`src/rtl/alu_share_arbiter_if.sv`:
```
// Requester-side request/response bundle for the shared-ALU arbiter (two requesters, bit i = requester i).
// The master drives requests and consumes responses; the slave arbitrates and answers.
interface alu_share_arbiter_if #(
  parameter int WIDTH = 64
);
  logic [1:0]       req_valid;
  logic [1:0]       req_ready;
  logic [2:0]       req_op0;
  logic [2:0]       req_op1;
  logic [WIDTH-1:0] req_a0;
  logic [WIDTH-1:0] req_a1;
  logic [WIDTH-1:0] req_b0;
  logic [WIDTH-1:0] req_b1;
  logic [1:0]       req_setf;
  logic [1:0]       resp_valid;
  logic [1:0]       resp_ready;
  logic [WIDTH-1:0] resp_result;
  logic             resp_err;

  modport master (
    output req_valid, req_op0, req_op1, req_a0, req_a1, req_b0, req_b1, req_setf, resp_ready,
    input  req_ready, resp_valid, resp_result, resp_err
  );

  modport slave (
    input  req_valid, req_op0, req_op1, req_a0, req_a1, req_b0, req_b1, req_setf, resp_ready,
    output req_ready, resp_valid, resp_result, resp_err
  );
endinterface

```
`src/rtl/alu_share_arbiter.sv`:
```
// Round-robin share of one ALU between EX stage (0) and branch helper (1); owns NZVC. Stats: ALU_SHARE_ARBITER_STATS_EN.
// Accept->resp_valid is ALU_LAT+1 cycles (1 for illegal ops); one op in flight, response held until resp_ready.
module alu_share_arbiter #(
  parameter int WIDTH   = 64,
  parameter int ALU_LAT = 1
) (
  input  logic                clk,
  input  logic                reset_n,
  alu_share_arbiter_if.slave  rq,
  output logic [2:0]          alu_cntrl,
  output logic [WIDTH-1:0]    alu_a,
  output logic [WIDTH-1:0]    alu_b,
  input  logic [WIDTH-1:0]    alu_result,
  input  logic                alu_negative,
  input  logic                alu_zero,
  input  logic                alu_overflow,
  input  logic                alu_carry_out,
  output logic [3:0]          flags,
  output logic                busy
`ifdef ALU_SHARE_ARBITER_STATS_EN
  ,
  output logic [15:0]         grant_cnt0,
  output logic [15:0]         grant_cnt1,
  output logic [7:0]          illegal_cnt
`endif
);

  typedef enum logic [1:0] {IDLE, EXEC, RESP} state_t;

  typedef struct packed {
    logic [2:0]       op;
    logic [WIDTH-1:0] a;
    logic [WIDTH-1:0] b;
    logic             setf;
  } req_t;

  localparam logic [3:0] CNT_LOAD = 4'(ALU_LAT - 1);

  state_t     state;
  state_t     state_nxt;
  req_t       sel;
  logic       grant;
  logic       accept;
  logic       illegal;
  logic       gnt_q;
  logic       rr_ptr;
  logic       setf_q;
  logic [3:0] cnt;
  logic [1:0] req_ready_c;

  // Arbitration and next state; req_ready is combinational so acceptance is same-cycle.
  always_comb begin
    state_nxt   = state;
    accept      = 1'b0;
    req_ready_c = 2'b00;
    grant       = rr_ptr;
    if (rq.req_valid != 2'b11) begin
      grant = rq.req_valid[1];
    end
    sel.op   = grant ? rq.req_op1     : rq.req_op0;
    sel.a    = grant ? rq.req_a1      : rq.req_a0;
    sel.b    = grant ? rq.req_b1      : rq.req_b0;
    sel.setf = grant ? rq.req_setf[1] : rq.req_setf[0];
    illegal  = (sel.op == 3'b001) || (sel.op == 3'b111);
    case (state)
      IDLE: begin
        if (reset_n && (rq.req_valid != 2'b00)) begin
          accept      = 1'b1;
          req_ready_c = grant ? 2'b10 : 2'b01;
          state_nxt   = illegal ? RESP : EXEC;
        end
      end
      EXEC: begin
        if (cnt == 4'd0) begin
          state_nxt = RESP;
        end
      end
      RESP: begin
        if (rq.resp_ready[gnt_q]) begin
          state_nxt = IDLE;
        end
      end
      default: state_nxt = IDLE;
    endcase
  end

  always_ff @(posedge clk or negedge reset_n) begin
    if (!reset_n) begin
      state <= IDLE;
    end else begin
      state <= state_nxt;
    end
  end

  // ALU operands are only loaded for legal ops, so an illegal op leaves the ALU inputs untouched.
  always_ff @(posedge clk or negedge reset_n) begin
    if (!reset_n) begin
      gnt_q          <= 1'b0;
      rr_ptr         <= 1'b0;
      setf_q         <= 1'b0;
      cnt            <= 4'd0;
      alu_cntrl      <= 3'b000;
      alu_a          <= '0;
      alu_b          <= '0;
      rq.resp_result <= '0;
      rq.resp_err    <= 1'b0;
      flags          <= 4'b0000;
    end else begin
      if (accept) begin
        gnt_q  <= grant;
        rr_ptr <= ~grant;
        setf_q <= sel.setf;
        cnt    <= CNT_LOAD;
        if (illegal) begin
          rq.resp_result <= '0;
          rq.resp_err    <= 1'b1;
        end else begin
          alu_cntrl <= sel.op;
          alu_a     <= sel.a;
          alu_b     <= sel.b;
        end
      end
      if (state == EXEC) begin
        if (cnt == 4'd0) begin
          rq.resp_result <= alu_result;
          rq.resp_err    <= 1'b0;
          if (setf_q) begin
            flags <= {alu_negative, alu_zero, alu_overflow, alu_carry_out};
          end
        end else begin
          cnt <= cnt - 4'd1;
        end
      end
    end
  end

  assign rq.req_ready  = req_ready_c;
  assign rq.resp_valid = (state == RESP) ? (gnt_q ? 2'b10 : 2'b01) : 2'b00;
  assign busy          = (state != IDLE);

`ifdef ALU_SHARE_ARBITER_STATS_EN
  // Illegal ops always produce an error response, so they are counted at acceptance.
  always_ff @(posedge clk or negedge reset_n) begin
    if (!reset_n) begin
      grant_cnt0  <= 16'd0;
      grant_cnt1  <= 16'd0;
      illegal_cnt <= 8'd0;
    end else if (accept) begin
      if (!grant && (grant_cnt0 != 16'hFFFF)) begin
        grant_cnt0 <= grant_cnt0 + 16'd1;
      end
      if (grant && (grant_cnt1 != 16'hFFFF)) begin
        grant_cnt1 <= grant_cnt1 + 16'd1;
      end
      if (illegal && (illegal_cnt != 8'hFF)) begin
        illegal_cnt <= illegal_cnt + 8'd1;
      end
    end
  end
`endif

endmodule

```
`src/flat_wrapper.sv`:
```
// flat-port wrapper written by rule: the top's interface ports become plain ports
module alu_share_arbiter_flat 
#(
  parameter int WIDTH   = 64,
  parameter int ALU_LAT = 1
)
  (clk, reset_n, alu_cntrl, alu_a, alu_b, alu_result, alu_negative, alu_zero, alu_overflow, alu_carry_out, flags, busy, rq_req_valid, rq_req_op0, rq_req_op1, rq_req_a0, rq_req_a1, rq_req_b0, rq_req_b1, rq_req_setf, rq_resp_ready, rq_req_ready, rq_resp_valid, rq_resp_result, rq_resp_err);
  alu_share_arbiter_if #(.WIDTH(WIDTH)) rq_i ();
  input  logic clk;
  input  logic reset_n;
  output logic [2:0] alu_cntrl;
  output logic [WIDTH-1:0] alu_a;
  output logic [WIDTH-1:0] alu_b;
  input  logic [WIDTH-1:0] alu_result;
  input  logic alu_negative;
  input  logic alu_zero;
  input  logic alu_overflow;
  input  logic alu_carry_out;
  output logic [3:0] flags;
  output logic busy;
  input wire logic [$bits(rq_i.req_valid)-1:0] rq_req_valid;
  input wire logic [$bits(rq_i.req_op0)-1:0] rq_req_op0;
  input wire logic [$bits(rq_i.req_op1)-1:0] rq_req_op1;
  input wire logic [$bits(rq_i.req_a0)-1:0] rq_req_a0;
  input wire logic [$bits(rq_i.req_a1)-1:0] rq_req_a1;
  input wire logic [$bits(rq_i.req_b0)-1:0] rq_req_b0;
  input wire logic [$bits(rq_i.req_b1)-1:0] rq_req_b1;
  input wire logic [$bits(rq_i.req_setf)-1:0] rq_req_setf;
  input wire logic [$bits(rq_i.resp_ready)-1:0] rq_resp_ready;
  output wire logic [$bits(rq_i.req_ready)-1:0] rq_req_ready;
  output wire logic [$bits(rq_i.resp_valid)-1:0] rq_resp_valid;
  output wire logic [$bits(rq_i.resp_result)-1:0] rq_resp_result;
  output wire logic [$bits(rq_i.resp_err)-1:0] rq_resp_err;
  assign rq_i.req_valid = rq_req_valid;
  assign rq_i.req_op0 = rq_req_op0;
  assign rq_i.req_op1 = rq_req_op1;
  assign rq_i.req_a0 = rq_req_a0;
  assign rq_i.req_a1 = rq_req_a1;
  assign rq_i.req_b0 = rq_req_b0;
  assign rq_i.req_b1 = rq_req_b1;
  assign rq_i.req_setf = rq_req_setf;
  assign rq_i.resp_ready = rq_resp_ready;
  assign rq_req_ready = rq_i.req_ready;
  assign rq_resp_valid = rq_i.resp_valid;
  assign rq_resp_result = rq_i.resp_result;
  assign rq_resp_err = rq_i.resp_err;
  alu_share_arbiter #(.WIDTH(WIDTH), .ALU_LAT(ALU_LAT)) u_core (.clk(clk), .reset_n(reset_n), .rq(rq_i), .alu_cntrl(alu_cntrl), .alu_a(alu_a), .alu_b(alu_b), .alu_result(alu_result), .alu_negative(alu_negative), .alu_zero(alu_zero), .alu_overflow(alu_overflow), .alu_carry_out(alu_carry_out), .flags(flags), .busy(busy));
endmodule
```
`config.mk`:
```
export PLATFORM = sky130hd
export DESIGN_NAME = alu_share_arbiter_flat
export DESIGN_NICKNAME = d
export VERILOG_FILES = /design/src/rtl/alu_share_arbiter_if.sv /design/src/rtl/alu_share_arbiter.sv /design/src/flat_wrapper.sv
export SDC_FILE = /design/constraint.sdc
export NUM_CORES = 1
export LEC_CHECK = 0
export ABC_CLOCK_PERIOD_IN_PS = 5800
export CELL_PAD_IN_SITES_DETAIL_PLACEMENT = 0
export CELL_PAD_IN_SITES_GLOBAL_PLACEMENT = 1
export CORE_AREA = 2 2 208 210
export CTS_CLUSTER_DIAMETER = 150
export DETAILED_ROUTE_END_ITERATION = 7
export DIE_AREA = 0 0 210 212
export PLACE_DENSITY = 0.63
export SETUP_SLACK_MARGIN = 0.2
export SLEW_MARGIN = 20
export SYNTH_ARGS = -nofsm -noshare
export SYNTH_HDL_FRONTEND = slang
export SYNTH_SLANG_ARGS = --single-unit
```
`constraint.sdc`:
```
create_clock -name clk -period 5.8 [get_ports clk]
set_input_delay 1.45 -clock clk [delete_from_list [all_inputs] [get_ports clk]]
set_output_delay 1.45 -clock clk [all_outputs]
set_load 0.03 [all_outputs]
```
# Word-level counts from Yosys, hierarchy flattened
# Index checks and enable logic that the tools add are counted.
totals:
  register_bits: 209
  input_bits: 338
  latchBits: 0
  ramBits: 0
  output_inout_bits: 205
  rom_bits: 0
  wordCells: 62
  memories: 0
classes:
  div_mod_pow: 0
  n_bitwise: 2
  reduce_logical: 9
  n_mux: 30
  n_addsub: 1
  shift: 0
  n_eq_ne: 8
  n_lt_le_gt_ge: 1
  n_mul: 0
op_table:
  columns: ["operator", "count"]
  rows:
  - ["64-bit two-way mux", 6]
  - ["2-bit two-way mux", 9]
  - ["4-bit two-way mux", 3]
  - ["1-bit two-way mux", 10]
  - ["2-bit by 1-bit inequality test with 1-bit output, second input constant", 3]
  - ["2-bit one-hot mux with 3 select lines", 1]
  - ["3-bit AND reduction", 2]
  - ["4-bit logical NOT", 1]
  - ["2-bit nonzero test", 2]
  - ["4-bit by 1-bit subtractor with 4-bit output, second input constant", 1]
  - ["3-bit by 1-bit == test with 1-bit output, second input constant", 1]
  - ["3-bit == test, second input constant", 1]
  - ["3-bit two-way mux", 1]
  - ["2-bit by 1-bit == test with 1-bit output, second input constant", 1]
  - ["2-bit == test, second input constant", 1]
  - ["2-bit logical NOT", 1]
  - ["1-bit by 2-bit less-than comparator with 1-bit output, second input constant", 1]
  - ["2-bit inequality test, second input constant", 1]
  - ["1-bit inverter", 2]
  - ["2-bit AND reduction", 1]
  - ["1-bit logical AND", 1]
  - ["1-bit logical OR", 1]

# Logic depth before layout (Yosys ltp)
# Gate-level depths: netlist (run 1).
logic_depth:
  depth_word: 9
  ltp_mapped: 8
  mapped_depth_nobuf: 6

# Worst setup path after synthesis (run 1)
# Ideal clock, no wire load.
synth_timing:
  kind: "in2out"
  startpoint: "input port rq_req_valid[0]"
  endpoint: "output port rq_req_ready[0]"
  path_buffers: 1
  required_ps: 4350
  cell_stages: 4
  t_arrival_ps: 2468
  setup_slack_ps: 1882
  cell_sequence: "o21ai_0 > or2_1 > clkbuf_1 > a21oi_1"
synth_between:
  elab_chain_cells: 5
  word_cells_on_any_way: 7
synth_lines:
  columns: ["item", "line", "rtl"]
  rows:
  - ["start: declaration", "flat_wrapper.sv:21", "input wire logic [$bits(rq_i.req_valid)-1:0] rq_req_valid;"]
  - ["2-bit inequality test", "alu_share_arbiter.sv:57", "if (rq.req_valid != 2'b11) begin"]
  - ["1-bit two-way mux", "alu_share_arbiter.sv:57", null]
  - ["2-bit two-way mux", "alu_share_arbiter.sv:69", "req_ready_c = grant ? 2'b10 : 2'b01;"]
  - ["2-bit two-way mux *", "alu_share_arbiter.sv:67", "if (reset_n && (rq.req_valid != 2'b00)) begin"]
  - ["2-bit two-way mux *", "alu_share_arbiter.sv:65", "case (state)"]
  - ["end: declaration", "flat_wrapper.sv:30", "output wire logic [$bits(rq_i.req_ready)-1:0] rq_req_ready;"]
# Mark *: on every way between the ends. The rest lies on a longest branch, timed or not.

# Worst setup path in the final report (run 1)
layout_timing:
  startpoint: "input port rq_req_valid[1]"
  endpoint: "output port rq_req_ready[1]"
# The elaborated chain is that of the path after synthesis.

==> results of run 1 <==
## stage by stage
stage | power [mW] | area [um2] | worst slack, ns
2_1_floorplan | 4.99 | 9660 | 1.88
3_3_place_gp | 7.05 | 15600 | 0.796
3_5_place_dp | 7.09 | 15600 | 0.760
4_1_cts | 8.78 | 16500 | 0.757
5_1_grt | 9.09 | 16500 | 0.623
6_report | 8.61 | 16500 | 0.771
## Yosys cell counts, drive strengths merged (3+ instances only)
library cell	n	area (um2)
o21ai	6	30.0
dfrtp	209	5230
buf	29	219
clkbuf	23	86.3
a21o	3	22.5
or2	3	18.8
a21oi	68	340
nand2	131	492
mux2	265	2980
nor3b	4	30.0
inv	6	22.5
## cell type report
| type | count | area (um2) |
|---|---|---|
| Antenna cell | 2 | 5.00 |
| Clock buffer | 41 | 808 |
| Clock inverter | 2 | 37.5 |
| Fill cell | 4219 | 26000 |
| Inverter | 6 | 22.5 |
| Multi-Input combinational cell | 503 | 4130 |
| Sequential cell | 209 | 5230 |
| Tap cell | 546 | 683 |
| Timing Repair Buffer | 553 | 5560 |
## worst register-to-register path: cells and delay by family (launching register included)
kind | cells | cell delay (ns)
buf+inv | 1 | 0.43
flops | 1 | 0.45
mux | 1 | 0.39
simple gates | 3 | 1.49
## worst max path at each step
stage               startpoint               to
4_1_cts        rq_req_valid[1]  rq_req_ready[1]
5_1_grt        rq_req_valid[1]  rq_req_ready[1]
3_5_place_dp   rq_req_valid[1]  rq_req_ready[1]
2_1_floorplan  rq_req_valid[0]  rq_req_ready[0]
3_3_place_gp   rq_req_valid[1]  rq_req_ready[1]
6_report       rq_req_valid[1]  rq_req_ready[1]
## power groups by stage
stage                     clock (mW)  combinational [mW]  sequential (mW)
after global placement             0                4.54             2.51
after CTS                       1.70                4.57             2.51
after floorplan                    0                1.16             3.84
after detailed placement           0                4.56             2.53
final                           1.61                4.49             2.50
after global routing            1.75                4.73             2.60
## routing by layer
layer	GRT usage (%)	up-vias	routed length (um)
li1	-	3737	-
met1	17.2	3792	13500
met2	27.5	286	18200
met3	5.35	43	2970
met4	3.69	0	801
met5	0	-	0
## logic make-up (layout without fill, tap and decap cells)
kind of cell / count (synthesis) / after routing
fa+ha+maj: 2 / 2
other cells: 0 / 2
compound gates: 82 / 82
buf+inv: 58 / 602
simple gates: 150 / 150
flops: 209 / 209
mux: 267 / 267
xor+xnor: 2 / 2
## registers in the layout, summed over array words and instances, names as in the netlist
| signal | count |
|---|---|
| u_core.rr_ptr | 1 |
| u_core.cnt | 4 |
| u_core.alu_b | 64 |
| u_core.gnt_q | 1 |
| u_core.state | 2 |
| u_core.rq.resp_result | 64 |
| u_core.alu_a | 64 |
| u_core.alu_cntrl | 3 |
| u_core.flags | 4 |
| u_core.rq.resp_err | 1 |
| u_core.setf_q | 1 |
==> results.sh, run 1 <==
export IMPL_io_buffers=542
export IMPL_drtPass1Iterations=4
export IMPL_status="finished, final reports clean"
export IMPL_synth_xor_area_share_pct=0.181
export IMPL_dp_hpwl_um=26600
export IMPL_slew_limit_headroom_pct=40.0
export IMPL_crit_type="in -> out"
export IMPL_yosysWarnings=0
export IMPL_r2r_slack_ns=2.93
export IMPL_p_leak_nw=6.64
export IMPL_cp_arrival_ns=3.58
export IMPL_drv_cap=0
export IMPL_hold_depth=1
export IMPL_crit_reg2reg_capture="u_core.alu_a[5]"
export IMPL_cts_hold_buf=0
export IMPL_dieArea_mm2=0.0445
export IMPL_cp_num_cells=5
export IMPL_vias_per_cell=4.22
export IMPL_seqPwrFrac_pct=29.1
export IMPL_final_net_count=1640
export IMPL_worst_path_buf_inv=2
export IMPL_rsz0062_at_grt="false"
export IMPL_switchingPower_mw=3.45
export IMPL_wl_per_cell_um=19.0
export IMPL_crit_path_start_kind="input port"
export IMPL_clk_latency_ns=0.53
export IMPL_initial_core_util_pct=22.7
export IMPL_placed_cells=1817
export IMPL_ys_ff_latch=209
export IMPL_syn_area_mm2=0.00966
export IMPL_r2r_start="u_core.state[1]"
export IMPL_required_ns=4.35
export IMPL_cts_buffers=27
export IMPL_r2r_cells=5
export IMPL_min_period_over_period_pct=86.7
export IMPL_synth_compound_area_share_pct=4.49
export IMPL_postRouteAntennaNets=0
export IMPL_muxShareOfSynthArea_pct=31.1
export IMPL_grt_overflow_total=0
export IMPL_antenna_found_initial=2
export IMPL_crit_family="buffers and inverters"
export IMPL_grt_max_degree=152
export IMPL_wirelength_um=35500
export IMPL_synth_simple_gate_area_share_pct=6.42
export IMPL_cpMostUsedCell="clkdlybuf4s50_1"
export IMPL_swShare_pct=40.1
export IMPL_tightest_slew_ns=0.900
export IMPL_skew_ns=0.0140
export IMPL_final_cell_mix="clkdlybuf4s50_1, dfrtp_1, mux2_2"
export IMPL_clockPowerShare_pct=18.8
export IMPL_setup_viol=0
export IMPL_finalMaxSlewViolations=0
export IMPL_post_cts_resized=0
export IMPL_post_route_min_period_ns=5.03
export IMPL_ys_flop_type="dfrtp_1"
export IMPL_async_flop_share_pct=100
export IMPL_coreArea_mm2=0.0425
export IMPL_ir_drop_mv=0.231
export IMPL_num_rows=76
export IMPL_path_clk_slew_ns=0.05
export IMPL_gp_congestion=0.800
export IMPL_cts_sinks=209
export IMPL_syn_nets=1110
export IMPL_drcViolationCount=0
export IMPL_combPwrFrac_pct=52.2
export IMPL_syn_avg_cell_area_um2=12.5
export IMPL_fmax_mhz=199
export IMPL_top_level_ports=543
export IMPL_p_per_area_mw_per_mm2=522
export IMPL_synth_edf_count=0
export IMPL_fin_cells=1862
export IMPL_slowest_delay_ns=0.73
export IMPL_drt_iter0_drc=202
export IMPL_track_usage_pct=15.2
export IMPL_cts_tree="yes"
export IMPL_hold_end="u_core.rq.resp_err"
export IMPL_synth_adder_area_share_pct=0.259
export IMPL_vias=7858
export IMPL_dieHeight_um=212
export IMPL_htree_num_levels=1
export IMPL_crit_fanout=11
export IMPL_crit_path_cell_trace="clkdlybuf4s50_1 -> o21ai_0 -> or2_1 -> nor2_1 -> clkdlybuf4s50_1"
export IMPL_final_common_cell="clkdlybuf4s50_1"
export IMPL_cts_root_buf="clkbuf_16"
export IMPL_die_w_um=210
export IMPL_yosysSeqAreaShare_pct=54.1
export IMPL_synth_cells=770
export IMPL_worst_hold_path_type="reg -> reg"
export IMPL_synth_distinct_cells=37
export IMPL_hold_start="u_core.rq.resp_err"
export IMPL_hold_viol=0
export IMPL_hold_ws_ns=0.480
export IMPL_clk_path_buf_depth=3
export IMPL_grt_pass1_wl_um=51700
export IMPL_layout_drive_gt1_share_pct=18.4
export IMPL_cp_end_kind="primary output"
export IMPL_final_core_util_pct=38.8
export IMPL_p_int_mw=5.15
export IMPL_crit_slowest_cell="clkdlybuf4s50_1"
export IMPL_synth_top_family_by_area="multiplexers"
export IMPL_finalSetupTns_ns=0
export IMPL_grt_pass1_vias=8306
export IMPL_area_growth_pct=70.6
export IMPL_post_cts_buffers=0
Note: power is estimated with default switching activity, not from simulation.
==> run 2, diff against run 1 <==
Settings changed: REMOVE_ABC_BUFFERS set to 1.
==> run 2 against run 1 <==
Effect of this change: worst hold slack got worse by 0.0011 ns; core utilization hardly changed; via count is 1.0% higher; register-to-register slack better by 0.10 ns; power fell by 0.33%; die area unchanged; design area hardly changed; critical path type unchanged.
==> results.sh, run 2 (synthesis gave the netlist of run 1 again) <==
export IMPL_postRouteAntennaNets=0
export IMPL_gp_congestion=0.754
export IMPL_swShare_pct=40.3
export IMPL_p_int_mw=5.12
export IMPL_initial_core_util_pct=22.7
export IMPL_cts_buffers=26
export IMPL_p_per_area_mw_per_mm2=520
export IMPL_nFillCells=4184
export IMPL_crit_type="in -> out"
export IMPL_final_cell_mix="clkdlybuf4s50_1, dfrtp_1, mux2_2"
export IMPL_grt_overflow_total=0
export IMPL_drcViolationCount=0
export IMPL_dieArea_mm2=0.0445
export IMPL_seqPwrFrac_pct=29.2
export IMPL_skew_ns=0.0104
export IMPL_cp_arrival_ns=3.59
export IMPL_reg_largest_list="u_core.alu_a: 64 flops, u_core.alu_b: 64 flops, u_core.rq.resp_result: 64 flops"
export IMPL_die_w_um=210
export IMPL_track_usage_pct=15.9
export IMPL_ir_drop_mv=0.298
export IMPL_dp_slack_ns=0.741
export IMPL_dp_hpwl_um=27700
export IMPL_min_period_over_period_pct=86.9
export IMPL_top_level_ports=543
export IMPL_seq_area_mm2=0.00523
export IMPL_hold_viol=0
export IMPL_grt_pass1_wl_um=53600
export IMPL_layout_drive_gt1_share_pct=18.8
export IMPL_wirelength_um=36200
export IMPL_clk_path_buf_depth=3
export IMPL_finalMaxSlewViolations=0
export IMPL_cts_tree="yes"
export IMPL_post_route_min_period_ns=5.04
export IMPL_tightest_slew_ns=0.916
export IMPL_cp_end_kind="primary output"
export IMPL_placed_cells=1819
export IMPL_fin_cells=1872
export IMPL_wl_per_cell_um=19.4
export IMPL_post_cts_buffers=0
export IMPL_setup_viol=0
export IMPL_dieHeight_um=212
export IMPL_status="finished, final reports clean"
export IMPL_clockPowerShare_pct=18.6
export IMPL_worst_hold_path_type="reg -> reg"
export IMPL_final_core_util_pct=38.8
export IMPL_drt_iter0_drc=231
export IMPL_post_cts_resized=0
export IMPL_final_common_cell="clkdlybuf4s50_1"
export IMPL_grt_pass1_vias=8429
export IMPL_crit_fanout=11
export IMPL_crit_path_start_kind="input port"
export IMPL_cts_sinks=209
export IMPL_io_buffers=542
export IMPL_antenna_found_initial=7
export IMPL_area_growth_pct=70.7
export IMPL_rsz0062_at_grt="false"
export IMPL_p_leak_nw=6.66
export IMPL_switchingPower_mw=3.45
export IMPL_cts_hold_buf=0
export IMPL_fmax_mhz=198
export IMPL_path_clk_slew_ns=0.06
export IMPL_drv_cap=0
export IMPL_htree_num_levels=1
export IMPL_slew_limit_headroom_pct=39.0
export IMPL_clk_latency_ns=0.54
export IMPL_multi_input_area_mm2=0.00413
export IMPL_grt_max_degree=133
export IMPL_cts_root_buf="clkbuf_16"
export IMPL_coreArea_mm2=0.0425
export IMPL_drtPass1Iterations=4
export IMPL_required_ns=4.35
export IMPL_combPwrFrac_pct=52.2
export IMPL_vias_per_cell=4.24
export IMPL_finalWorstSetupSlack_ns=0.759
export IMPL_num_rows=76
export IMPL_vias=7938
export IMPL_final_net_count=1641
run 2: cell type report:
type / instances / share of cell area, %
multi-input cells: 503 / 25.0
well taps: 546 / 4.14
clock inverters: 6 / 0.197
inverters: 6 / 0.137
clock buffers: 42 / 4.99
diodes: 5 / 0.0759
repair buffers: 555 / 33.7
flip-flops and latches: 209 / 31.7
run 2: through the flow:
stage                     instance area, um2  power (mW)  hold WS [ns]  setup TNS [ns]
after global placement                 15600        7.02         0.460               0
final                                  16500        8.58         0.479               0
after detailed placement               15600        7.07         0.469               0
after floorplan                         9350        5.01         0.450          -0.786
after CTS                              16500        8.72         0.485               0
after global routing                   16500        9.08         0.495               0
run 2: worst max-delay path, stage by stage:
cell	delay [ns]
clkdlybuf4s50_1	0.59
o21ai_0	0.19
or2_1	0.40
nor2_1	0.22
clkdlybuf4s50_1	0.74
run 2: worst paths after layout:
path,start,end,slack (ns),depth (start not counted)
worst max-delay path,rq_req_valid[1],rq_req_ready[1],0.76,5
worst min-delay path,u_core.rq.resp_err,u_core.rq.resp_err,0.48,1
worst max register to register,u_core.state[1],u_core.alu_a[5],3.03,5
worst min register to register,u_core.rq.resp_err,u_core.rq.resp_err,0.48,1
max in group asynchronous,reset_n,u_core.rq.resp_result[43],3.13,3
min in group asynchronous,reset_n,u_core.flags[1],0.75,1
run 2: per-layer routing:
metal	vias to the layer above	GRT usage [%]	part of all wire (%)
li1	3743	-	-
met4	0	2.64	1.4
met3	40	7.74	12
met1	3805	17.2	37
met5	-	0	0
met2	350	28.6	50
run 2: power groups by stage:
stage / Sequential, mW / Combinational [mW] / Clock, mW
2_1_floorplan: 3.84 / 1.17 / 0
3_3_place_gp: 2.49 / 4.53 / 0
3_5_place_dp: 2.53 / 4.54 / 0
4_1_cts: 2.51 / 4.55 / 1.66
5_1_grt: 2.61 / 4.75 / 1.72
6_report: 2.50 / 4.48 / 1.60
==> run 3, diff against run 2 <==
Settings changed: GPL_TIMING_DRIVEN set to 0.
==> run 3 against run 2 <==
Effect of this change: clock skew grew 0.0042 ns; sequential share of layout area shrank 0.35 points; critical path depth is the same; sequential cell count is the same; cell count grew 0.27%; design area grew 1.1%; non-clock buffer count grew 7; register-to-register slack lost 0.41 ns; sequential power is essentially flat; count of clock-buffer cells in the layout is the same; combinational power grew 1%; via count grew 1.4%; critical endpoint unchanged.
==> results.sh, run 3 (synthesis gave the netlist of run 1 again) <==
export IMPL_die_w_um=210
export IMPL_crit_slowest_cell="clkdlybuf4s50_1"
export IMPL_swShare_pct=40.0
export IMPL_cts_sinks=209
export IMPL_gp_congestion=0.760
export IMPL_fmax_mhz=197
export IMPL_finalSetupTns_ns=0
export IMPL_crit_type="in -> out"
export IMPL_cp_arrival_ns=3.62
export IMPL_slowest_delay_ns=0.74
export IMPL_ir_drop_mv=0.322
export IMPL_track_usage_pct=15.7
export IMPL_r2r_start="u_core.state[1]"
export IMPL_min_period_over_period_pct=87.4
export IMPL_area_growth_pct=72.6
export IMPL_dieHeight_um=212
export IMPL_layout_drive_gt1_share_pct=18.8
export IMPL_placed_cells=1826
export IMPL_cts_hold_buf=0
export IMPL_placed_area_mm2=0.0158
export IMPL_slew_limit_headroom_pct=55.9
export IMPL_drv_cap=0
export IMPL_p_leak_nw=6.73
export IMPL_combPwrFrac_pct=52.7
export IMPL_dp_hpwl_um=28500
export IMPL_seqPwrFrac_pct=29.0
export IMPL_post_cts_resized=0
export IMPL_status="finished, final reports clean"
export IMPL_clk_latency_ns=0.54
export IMPL_crit_path_start_kind="input port"
export IMPL_cts_tree="yes"
export IMPL_worst_hold_path_type="reg -> reg"
export IMPL_reg_largest_list="u_core.alu_a: 64 flops, u_core.alu_b: 64 flops, u_core.rq.resp_result: 64 flops"
export IMPL_initial_core_util_pct=22.7
export IMPL_cts_root_buf="clkbuf_16"
export IMPL_grt_overflow_total=0
export IMPL_clk_path_buf_depth=3
export IMPL_cpMostUsedCell="clkdlybuf4s50_1"
export IMPL_grt_pass1_vias=8356
export IMPL_finalPower_mw=8.61
export IMPL_crit_path_cell_trace="clkdlybuf4s50_1 -> o21ai_0 -> or2_1 -> nor2_1 -> clkdlybuf4s50_1"
export IMPL_wl_per_cell_um=19.3
export IMPL_post_route_min_period_ns=5.07
export IMPL_drcViolationCount=0
export IMPL_required_ns=4.35
export IMPL_p_int_mw=5.16
export IMPL_vias_per_cell=4.29
export IMPL_postRouteAntennaNets=0
export IMPL_path_clk_slew_ns=0.06
export IMPL_coreArea_mm2=0.0425
export IMPL_fin_cells=1877
export IMPL_clockPowerShare_pct=18.3
export IMPL_crit_fanout=11
export IMPL_rsz0062_at_grt="false"
export IMPL_post_cts_buffers=0
export IMPL_antenna_found_initial=8
export IMPL_grt_pass1_wl_um=52900
export IMPL_final_common_cell="clkdlybuf4s50_1"
export IMPL_final_cell_mix="clkdlybuf4s50_1, dfrtp_1, mux2_2"
export IMPL_r2r_slack_ns=2.62
export IMPL_wirelength_um=36200
export IMPL_grt_max_degree=87
export IMPL_r2r_cells=7
export IMPL_num_rows=76
export IMPL_htree_num_levels=1
export IMPL_hold_viol=0
export IMPL_final_core_util_pct=39.2
export IMPL_skew_ns=0.0147
export IMPL_tightest_slew_ns=0.659
export IMPL_cp_endpoint="rq_req_ready[1]"
export IMPL_switchingPower_mw=3.45
export IMPL_drtPass1Iterations=4
export IMPL_finalMaxSlewViolations=0
export IMPL_dieArea_mm2=0.0445
export IMPL_final_area_mm2=0.0167
export IMPL_final_net_count=1648
export IMPL_cts_buffers=26
export IMPL_vias=8049
export IMPL_top_level_ports=543
export IMPL_drt_iter0_drc=303
export IMPL_io_buffers=542
export IMPL_setup_viol=0
export IMPL_worstSetupStartpoint="rq_req_valid[1]"
export IMPL_crit_reg2reg_capture="u_core.alu_a[34]"
export IMPL_p_per_area_mw_per_mm2=516
export IMPL_cp_end_kind="primary output"
==> run 3: per-stage QoR <==
| step | setup slack (ns) | hold slack [ns] |
|---|---|---|
| floorplan | -0.786 | 0.450 |
| global placement | -12.75 | 0.462 |
| detailed placement | 0.703 | 0.469 |
| CTS | 0.686 | 0.485 |
| global route | 0.542 | 0.490 |
| finish | 0.732 | 0.481 |
==> run 3: worst min-delay path by stage <==
stage	from	to	slack (ns)	depth (start not counted)
after floorplan	u_core.setf_q	u_core.setf_q	0.45	2
after global placement	u_core.rq.resp_err	u_core.rq.resp_err	0.46	1
after detailed placement	u_core.rq.resp_err	u_core.rq.resp_err	0.47	1
final	u_core.setf_q	u_core.setf_q	0.48	2
after global routing	u_core.alu_b[4]	u_core.alu_b[4]	0.49	1
after CTS	u_core.rq.resp_err	u_core.rq.resp_err	0.49	1
==> run 3: routing by layer <==
layer  up-vias  part of all wire [%]  global-route usage [%]
met1      3885                    37                    16.8
met3        44                    12                    7.42
met2       351                    50                    28.1
li1       3767                     -                       -
met5         -                 0.033                       0
met4         2                   2.2                    3.23
==> run 3: worst max-delay path, delay by kind of cell <==
family / cells / cell delay [ns]
buffers and inverters: 2 / 1.32
and+or+nand+nor: 2 / 0.68
AOI/OAI and AO/OA: 1 / 0.16
==> run 3: cell type report <==
class / instances / area (um2)
Fill cell: 4169 / 25800
Timing Repair Buffer: 562 / 5780
Sequential cell: 209 / 5230
Multi-Input combinational cell: 503 / 4130
Clock buffer: 42 / 772
Tap cell: 546 / 683
Clock inverter: 4 / 45.0
Inverter: 6 / 22.5
Antenna cell: 5 / 12.5
==> run 3: power groups by stage <==
stage | Combinational (mW) | Sequential, mW | Clock [mW]
after floorplan | 1.17 | 3.84 | 0
after global placement | 4.64 | 2.50 | 0
after detailed placement | 4.60 | 2.52 | 0
after CTS | 4.61 | 2.50 | 1.65
after global routing | 4.81 | 2.59 | 1.70
final | 4.54 | 2.49 | 1.58
